`src/rtl/ram_arbiter_pkg.sv`:
```
// ram_arbiter_pkg: shared state encoding and constants for the RAM arbiter.
// Provides the arbiter state type and the data word returned on a timed-out read.
package ram_arbiter_pkg;
    typedef enum logic {ARB_IDLE = 1'b0, ARB_WAIT = 1'b1} arb_state_e;
    localparam logic [31:0] TIMEOUT_DATA = 32'h0badf00d;
endpackage

```
`src/rtl/ram_arbiter_rr_pick.sv`:
```
// ram_arbiter_rr_pick: combinational round-robin picker.
// Ports: pending_i (one bit per requester), last_grant_i (index served last),
//        grant_idx_o (first pending index after last_grant_i, wrapping), any_pending_o.
module ram_arbiter_rr_pick #(
    parameter int NUM_REQ = 2,
    localparam int IW = $clog2(NUM_REQ)
) (
    input  logic [NUM_REQ-1:0] pending_i,
    input  logic [IW-1:0]      last_grant_i,
    output logic [IW-1:0]      grant_idx_o,
    output logic               any_pending_o
);
    assign any_pending_o = |pending_i;
    // Scan from the farthest candidate down to the nearest so the nearest pending index wins.
    always_comb begin
        grant_idx_o = '0;
        for (int k = NUM_REQ; k >= 1; k--) begin
            if (pending_i[(int'(last_grant_i) + k) % NUM_REQ])
                grant_idx_o = IW'((int'(last_grant_i) + k) % NUM_REQ);
        end
    end
endmodule

```
`src/rtl/ram_arbiter.sv`:
```
// ram_arbiter: shares one RAM port between NUM_REQ pulse-request/ack requesters, round-robin.
// Ports: clk/reset (async, active-high); reqRead/reqWrite/reqAddress/reqData from requesters;
//        rspData/rspReadAck/rspWriteAck back to requesters; ramIn/readAck/writeAck from RAM;
//        ramAddress/ramOut/readReq/writeReq to RAM; error (sticky); debug {state, ramAddress[23:0]}.
module ram_arbiter
    import ram_arbiter_pkg::*;
#(
    parameter int NUM_REQ = 2,
    parameter int TIMEOUT = 255
) (
    input  logic                    clk,
    input  logic                    reset,
    input  logic [NUM_REQ-1:0]      reqRead,
    input  logic [NUM_REQ-1:0]      reqWrite,
    input  logic [32*NUM_REQ-1:0]   reqAddress,
    input  logic [32*NUM_REQ-1:0]   reqData,
    output logic [31:0]             rspData,
    output logic [NUM_REQ-1:0]      rspReadAck,
    output logic [NUM_REQ-1:0]      rspWriteAck,
    input  logic [31:0]             ramIn,
    input  logic                    readAck,
    input  logic                    writeAck,
    output logic [31:0]             ramAddress,
    output logic [31:0]             ramOut,
    output logic                    readReq,
    output logic                    writeReq,
    output logic                    error,
    output logic [31:0]             debug
);
    localparam int IW = $clog2(NUM_REQ);
    arb_state_e state_q, state_d;
    logic [NUM_REQ-1:0] pending_q, pending_d, is_read_q, is_read_d, clr;
    logic [NUM_REQ-1:0][31:0] addr_q, addr_d, data_q, data_d;
    logic [IW-1:0] last_grant_q, last_grant_d, grant_q, grant_d, pick;
    logic [7:0] cnt_q, cnt_d;
    logic [31:0] rsp_data_q, rsp_data_d, ram_address_q, ram_address_d, ram_out_q, ram_out_d;
    logic [NUM_REQ-1:0] rsp_read_ack_q, rsp_read_ack_d, rsp_write_ack_q, rsp_write_ack_d;
    logic read_req_q, read_req_d, write_req_q, write_req_d, error_q, error_d;
    logic any_pending, cur_read, hit, expired;

    ram_arbiter_rr_pick #(.NUM_REQ(NUM_REQ)) u_pick (
        .pending_i     (pending_q),
        .last_grant_i  (last_grant_q),
        .grant_idx_o   (pick),
        .any_pending_o (any_pending)
    );

    assign cur_read = is_read_q[grant_q];
    assign hit      = cur_read ? readAck : writeAck;
    assign expired  = cnt_q == 8'(TIMEOUT - 1);

    always_comb begin
        state_d         = state_q;
        last_grant_d    = last_grant_q;
        grant_d         = grant_q;
        cnt_d           = cnt_q;
        rsp_data_d      = rsp_data_q;
        ram_address_d   = ram_address_q;
        ram_out_d       = ram_out_q;
        error_d         = error_q;
        is_read_d       = is_read_q;
        addr_d          = addr_q;
        data_d          = data_q;
        rsp_read_ack_d  = '0;
        rsp_write_ack_d = '0;
        read_req_d      = 1'b0;
        write_req_d     = 1'b0;
        clr             = '0;
        if (state_q == ARB_IDLE) begin
            if (any_pending) begin
                grant_d       = pick;
                ram_address_d = addr_q[pick];
                ram_out_d     = is_read_q[pick] ? ram_out_q : data_q[pick];
                read_req_d    = is_read_q[pick];
                write_req_d   = !is_read_q[pick];
                cnt_d         = '0;
                state_d       = ARB_WAIT;
            end
        end else if (hit || expired) begin
            // A real ack wins over an expiry landing on the same edge.
            rsp_data_d              = cur_read ? (hit ? ramIn : TIMEOUT_DATA) : rsp_data_q;
            rsp_read_ack_d[grant_q]  = cur_read;
            rsp_write_ack_d[grant_q] = !cur_read;
            clr[grant_q]            = 1'b1;
            last_grant_d            = grant_q;
            error_d                 = error_q | !hit;
            state_d                 = ARB_IDLE;
        end else begin
            cnt_d = cnt_q + 8'd1;
        end
        // The slot being retired this edge is free again, so a fresh request to it is accepted.
        pending_d = pending_q & ~clr;
        for (int i = 0; i < NUM_REQ; i++) begin
            if (reqRead[i] || reqWrite[i]) begin
                if (pending_d[i]) begin
                    error_d = 1'b1;
                end else begin
                    pending_d[i] = 1'b1;
                    is_read_d[i] = reqRead[i];
                    addr_d[i]    = reqAddress[32*i +: 32];
                    data_d[i]    = reqData[32*i +: 32];
                end
                if (reqRead[i] && reqWrite[i]) error_d = 1'b1;
            end
        end
    end

    always_ff @(posedge clk or posedge reset) begin
        if (reset) begin
            state_q         <= ARB_IDLE;
            pending_q       <= '0;
            is_read_q       <= '0;
            addr_q          <= '0;
            data_q          <= '0;
            last_grant_q    <= '0;
            grant_q         <= '0;
            cnt_q           <= '0;
            rsp_data_q      <= '0;
            ram_address_q   <= '0;
            ram_out_q       <= '0;
            rsp_read_ack_q  <= '0;
            rsp_write_ack_q <= '0;
            read_req_q      <= 1'b0;
            write_req_q     <= 1'b0;
            error_q         <= 1'b0;
        end else begin
            state_q         <= state_d;
            pending_q       <= pending_d;
            is_read_q       <= is_read_d;
            addr_q          <= addr_d;
            data_q          <= data_d;
            last_grant_q    <= last_grant_d;
            grant_q         <= grant_d;
            cnt_q           <= cnt_d;
            rsp_data_q      <= rsp_data_d;
            ram_address_q   <= ram_address_d;
            ram_out_q       <= ram_out_d;
            rsp_read_ack_q  <= rsp_read_ack_d;
            rsp_write_ack_q <= rsp_write_ack_d;
            read_req_q      <= read_req_d;
            write_req_q     <= write_req_d;
            error_q         <= error_d;
        end
    end

    assign rspData     = rsp_data_q;
    assign rspReadAck  = rsp_read_ack_q;
    assign rspWriteAck = rsp_write_ack_q;
    assign ramAddress  = ram_address_q;
    assign ramOut      = ram_out_q;
    assign readReq     = read_req_q;
    assign writeReq    = write_req_q;
    assign error       = error_q;
    assign debug       = {7'b0, state_q, ram_address_q[23:0]};
endmodule

```
`config.mk`:
```
export PLATFORM = sky130hd
export DESIGN_NAME = ram_arbiter
export DESIGN_NICKNAME = d
export VERILOG_FILES = /design/src/rtl/ram_arbiter_pkg.sv /design/src/rtl/ram_arbiter_rr_pick.sv /design/src/rtl/ram_arbiter.sv
export SDC_FILE = /design/constraint.sdc
export NUM_CORES = 1
export LEC_CHECK = 0
export ABC_CLOCK_PERIOD_IN_PS = 7400
export CAP_MARGIN = 0
export CORE_UTILIZATION = 43
export DETAILED_ROUTE_END_ITERATION = 10
export PLACE_DENSITY = 0.87
export SYNTH_ARGS = -nofsm -noshare
export SYNTH_HDL_FRONTEND = slang
export SYNTH_SLANG_ARGS = --single-unit
```
`constraint.sdc`:
```
create_clock -name clk -period 7.4 [get_ports clk]
set_input_delay 0.74 -clock clk [delete_from_list [all_inputs] [get_ports clk]]
set_output_delay 0.74 -clock clk [all_outputs]
set_load 0.02 [all_outputs]
```
# --- After elaboration in Yosys (flattened, before gate mapping) ---
# Index checks and enable logic that the tools add are counted.
classes:
  add_sub_neg: 3
  order_cmp: 5
  n_eq_ne: 2
  mux: 46
  bitwise: 11
  reduce_logical: 18
op_table:
  columns: ["cell", "n"]
  rows:
  - ["32-bit 2-to-1 mux", 5]
  - ["1-bit 2-to-1 mux", 31]
  - ["8-bit 2-to-1 mux", 3]
  - ["2-bit 2-to-1 mux", 6]
  - ["2-bit AND reduction", 5]
  - ["8-bit by 1-bit adder with 8-bit output (second input constant)", 1]
  - ["8-bit equality test (second input constant)", 1]
  - ["2-bit bitwise AND", 3]
  - ["2-bit by 3-bit < comparator with 1-bit output (second input constant)", 2]
  - ["3-bit AND reduction", 2]
  - ["1-bit by 2-bit < comparator with 1-bit output (second input constant)", 2]
  - ["1-bit NOT", 4]
  - ["1-bit logical AND", 3]
  - ["1-bit zero test", 3]
  - ["1-bit logical OR", 3]
  - ["1-bit adder (second input constant)", 2]
  - ["1-bit bitwise AND (first input constant)", 2]
  - ["2-bit != test (second input constant)", 1]
  - ["2-bit NOT", 1]
  - ["2-bit nonzero test", 1]
  - ["2-bit OR reduction", 1]
  - ["1-bit demux with 1-bit select", 1]
  - ["1-bit >= comparator (second input constant)", 1]
  - ["1-bit OR", 1]
totals:
  regBits: 246

# --- Depth between registers and ports, before layout ---
depth:
  ltp_word: 14
  mapped_depth: 8
  depth_no_buf: 6

# --- Hierarchy ---
# From an unflattened synthesis, not the netlist that was laid out.
hier_totals:
  hier_cells: 833
  hier_area_um2: 10531.4
modules_own_cells:
  columns: ["mod", "n_inst", "cells_per_inst", "area_each_um2", "seq_area_each_um2"]
  rows:
  - ["ram_arbiter", 1, 831, 10517.6, 6155.9]
  - ["ram_arbiter_rr_pick", 1, 2, 13.8, 0.0]

# --- Worst setup path after synthesis ---
# OpenSTA, ideal clock, no wires.
synth_path:
  path_kind: "in2reg"
  from: "input port readAck"
  to: "register addr_q[32] (netlist bit)"
  setup_time_ns: 0.125
  arrival_ns: 2.130
  slack_ns: 5.145
  path_stages: 6
  path_buffers: 2
  cell_sequence: "mux2i_1 -> o211ai_1 -> nand3b_1 -> clkbuf_1 -> clkbuf_1 -> mux2_2"
synth_via:
  elab_chain_cells: 8
synth_lines:
  columns: ["item", "line", "source"]
  rows:
  - ["start, declared", "ram_arbiter.sv:21", "input logic readAck,"]
  - ["1-bit 2-to-1 mux", "ram_arbiter.sv:49", "assign hit = cur_read ? readAck : writeAck;"]
  - ["1-bit logical OR", "ram_arbiter.sv:79", "end else if (hit || expired) begin"]
  - ["2-bit 2-to-1 mux", "ram_arbiter.sv:79", null]
  - ["2-bit 2-to-1 mux", "ram_arbiter.sv:69", "if (state_q == ARB_IDLE) begin"]
  - ["2-bit NOT", "ram_arbiter.sv:92", "pending_d = pending_q & ~clr;"]
  - ["2-bit bitwise AND", "ram_arbiter.sv:92", null]
  - ["1-bit NOT (no source line)", null, null]
  - ["2-bit AND reduction (no source line)", null, null]
  - ["end signal, assigned", "ram_arbiter.sv:130", "addr_q <= addr_d;"]
  - ["end, declared", "ram_arbiter.sv:33", "logic [NUM_REQ-1:0][31:0] addr_q, addr_d, data_q, data_d;"]
# No other way between the ends.
# A chain may end at the register's enable or synchronous reset.

# --- Worst setup path in the final report ---
layout_path:
  from: "register pending_q[0]"
  to: "register ram_out_q[25] (netlist: ramOut[25])"
layout_via:
  elab_chain_cells: 9
  word_cells_on_any_way: 15
layout_lines:
  columns: ["item", "line", "source"]
  rows:
  - ["start, declared", "ram_arbiter.sv:32", "logic [NUM_REQ-1:0] pending_q, pending_d, is_read_q, is_read_d, clr;"]
  - ["start signal, assigned", "ram_arbiter.sv:128", "pending_q <= pending_d;"]
  - ["1-bit 2-to-1 mux (implied by the code) (3 in a row)", "ram_arbiter_rr_pick.sv:18", "if (pending_i[(int'(last_grant_i) + k) % NUM_REQ])"]
  - ["1-bit 2-to-1 mux (2 in a row)", "ram_arbiter_rr_pick.sv:18", null]
  - ["1-bit 2-to-1 mux (implied by the code) (2 in a row)", "ram_arbiter.sv:73", "ram_out_d = is_read_q[pick] ? ram_out_q : data_q[pick];"]
  - ["1-bit NOT (no source line)", null, null]
  - ["3-bit AND reduction (no source line)", null, null]
  - ["end signal, assigned", "ram_arbiter.sv:137", "ram_out_q <= ram_out_d;"]
  - ["end, declared", "ram_arbiter.sv:36", "logic [31:0] rsp_data_q, rsp_data_d, ram_address_q, ram_address_d, ram_out_q, ram_out_d;"]
# Parallel ways exist; a longest one is shown, timed or not. The select of a mux whose other input is x is not followed.

==> results.cfg <==
[logic_synthesis]
yosys_warnings = 0
synth_area_per_cell_um2 = 13.0
synth-seq-cells = 246
netlist_area_um2 = 10400
synth-edff-count = 0
yosysUniqueCellTypes = 41
syn_inst = 799
seq_area_frac_synth_pct = 59.2
ys.flop_type = dfrtp_1
postSynth.asyncResetShare_pct = 100

[timing]
finalSetupViolCount = 0
tightest_slew_ns = 1.03
hold_slack_ns = 0.478
finalCriticalPeriod_ns = 2.85
slew_viol_final = 0
slew-limit-headroom_pct = 31.0
fmax_mhz = 350
layout_setup_ws_ns = 4.55
fin_worst_skew_ns = 0.0188
setup_tns_ns = 0
hold_violations = 0
timing.final.crit_share_pct = 38.6
rsz0062_at_grt = no

[grt]
overflow = 0
grt_use_total_pct = 20.0
grt_first_pass_wirelength_um = 38800
grt_pass1_vias = 7337
grt_max_degree = 137
antenna_found_initial = 0

[die]
dieArea_um2 = 24800
num_rows = 56
die_w_um = 158
start_util_pct = 44.1
fp.dieH_um = 158
ios = 303
core_area_um2 = 23600

[pwr]
peakVddDrop_v = 0.000308
finalPower_w = 0.00670
pwr_density_cell_nw_per_um2 = 464
leakagePower_nw = 6.31

[clock_tree]
h-tree-depth = 1
cts_tree = built
numCtsBuffers = 27
cts_root_buffer = clkbuf_16
clk_pin_slew_ns = 0.06
cts-resized-gates = 0
cts_num_sinks = 246
cts_hold_buf = 0
cts_buffer_depth = 3
insertion_delay_ns = 0.54
postCtsSetupBuffers = 0

[critical_path]
reg2reg_from = pending_q[0]
path_class = register to register
crit_required_ns = 7.82
max_stage_delay_ns = 0.79
path_max_fanout = 41
reg2reg_slack_ns = 4.55
r2r_end = ramOut[25]
path_cells = a21boi_4 -> buf_4 -> mux2_2 -> mux2_2
endpoint_kind = register
rr_worst_depth = 4
cp.arrival_ns = 3.27
cpMostUsedCell = mux2_2
critical_path.slowest_cell = a21boi_4
startpoint_type = register

[hold_path]
holdPathStages = 2
hold-path-endpoint = ramAddress[24]
min_from = ramAddress[24]
hold_class = register to register

[placed_design]
port_buffers = 295
place_congestion = 0.797
dp_slack_ns = 4.29
hpwl_um = 16600

[run_status]
status = finished clean

[route]
drt_drc_violations_left = 0
vias = 7090
routed_via_density = 5.05
dr.pass1.iters = 4
first_iter_violations = 363
post_drt_wl_per_cell_um = 17.5
postRouteAntennaNets = 0
routed_wl_um = 24600

[final_layout]
syn_to_final_growth_pct = 38.7
final_nets = 1234
drive_gt1_share_pct = 23.0
diodes = 0

[job]
maxCapViolCount = 0
==> power by group <==
part	total [W]	switching [W]	internal (W)	leakage [nW]
sequential	0.00239	0.000380	0.00201	2.94
combinational	0.00285	0.00134	0.00151	2.90
clock	0.00146	0.000540	0.000920	0.473
==> area by class of cell <==
class | instances | area (µm²)
clock buffer | 36 | 749
clock inverter | 14 | 231
fill | 1849 | 9190
inverter | 21 | 82.6
multi-input combinational | 463 | 3770
sequential | 246 | 6160
tap | 319 | 399
timing repair buffer | 305 | 3040
==> through the flow <==
| stage | util, % | cell area, µm² | instances |
|---|---|---|---|
| 2_1_floorplan | - | 10400 | 805 |
| 3_3_place_gp | 56.9 | 13400 | 1354 |
| 3_5_place_dp | 56.9 | 13400 | 1354 |
| 4_1_cts | 61.1 | 14400 | 1404 |
| 5_1_grt | 61.1 | 14400 | 1404 |
| 6_report | 61.1 | 14400 | 1404 |
==> layout by cell type (no fill, tap or decap), types with 6 or more instances in the layout <==
cell and count:
clkdlybuf4s50_1 295, dfrtp_1 246, mux2_2 188, nand2_1 81, mux2i_1 42, o21ai_0 37
clkbuf_16 27, nand3_1 23, nor2_1 21, inv_1 20, a31oi_1 17, buf_4 9
conb_1 7, bufinv_16 6
==> registers in the layout (all words and copies together), names as in the netlist <==
name / flops
addr_q: 64
cnt_q: 8
data_q: 64
error: 1
grant_q: 1
is_read_q: 2
last_grant_q: 1
pending_q: 2
ramAddress: 32
ramOut: 32
readReq: 1
rspData: 32
rspReadAck: 2
rspWriteAck: 2
state_q: 1
writeReq: 1
==> worst max-delay path, delay by kind of cell, from the launching register on <==
| kind | cells | cell delay (ns) |
|---|---|---|
| AO/OA/AOI/OAI | 1 | 0.79 |
| buffers and inverters | 1 | 0.74 |
| multiplexers | 2 | 0.67 |
| flip-flops | 1 | 0.50 |
==> synthesized netlist by cell type (2+ instances only) <==
cell | instances | area, µm²
buf_4 | 32 | 240
buf_6 | 6 | 67.6
nand3_1 | 23 | 115
o21ai_0 | 37 | 185
a22o_1 | 2 | 17.5
clkbuf_1 | 28 | 105
buf_2 | 9 | 45.0
a31oi_1 | 17 | 106
mux2_1 | 5 | 56.3
mux2i_1 | 42 | 420
nand4_1 | 3 | 18.8
ha_1 | 2 | 25.0
o211ai_1 | 4 | 30.0
nor3_1 | 5 | 25.0
nand2_1 | 81 | 304
inv_1 | 21 | 78.8
mux2_2 | 188 | 2120
and3_1 | 2 | 12.5
and4_1 | 2 | 17.5
nor2_1 | 22 | 82.6
dfrtp_1 | 246 | 6160
nand2b_1 | 2 | 12.5
and2_1 | 2 | 12.5
==> metal layers <==
metal	GRT usage [%]	vias up	part of all wire [%]
met5	0	-	0
met4	7.35	0	3.4
met3	4.71	53	6.7
met2	34.7	224	50
met1	24.1	3551	40
li1	-	3262	-
==> cells by family after synthesis <==
kind of cell	Yosys count	synth area share, %
AOI/OAI and AO/OA	70	4.17
xor gates and xnor gates	1	0.0842
adders and majority gates	2	0.240
buffers and inverters	96	5.16
DFF	246	59.2
muxes	235	24.9
other	1	0.0360
and+or+nand+nor	148	6.21
==> how the worst max path moves through the flow <==
| stage | endpoint | cells past startpoint | start | slack [ns] |
|---|---|---|---|---|
| 2_1_floorplan | addr_q[0] | 1 | reset | 3.43 |
| 3_3_place_gp | data_q[4] | 4 | reset | 4.33 |
| 3_5_place_dp | data_q[35] | 4 | reset | 4.29 |
| 4_1_cts | ramOut[25] | 4 | pending_q[0] | 4.50 |
| 5_1_grt | ramOut[2] | 4 | pending_q[0] | 4.37 |
| 6_report | ramOut[25] | 4 | pending_q[0] | 4.55 |
Note: power is estimated with default switching activity, not from simulation.
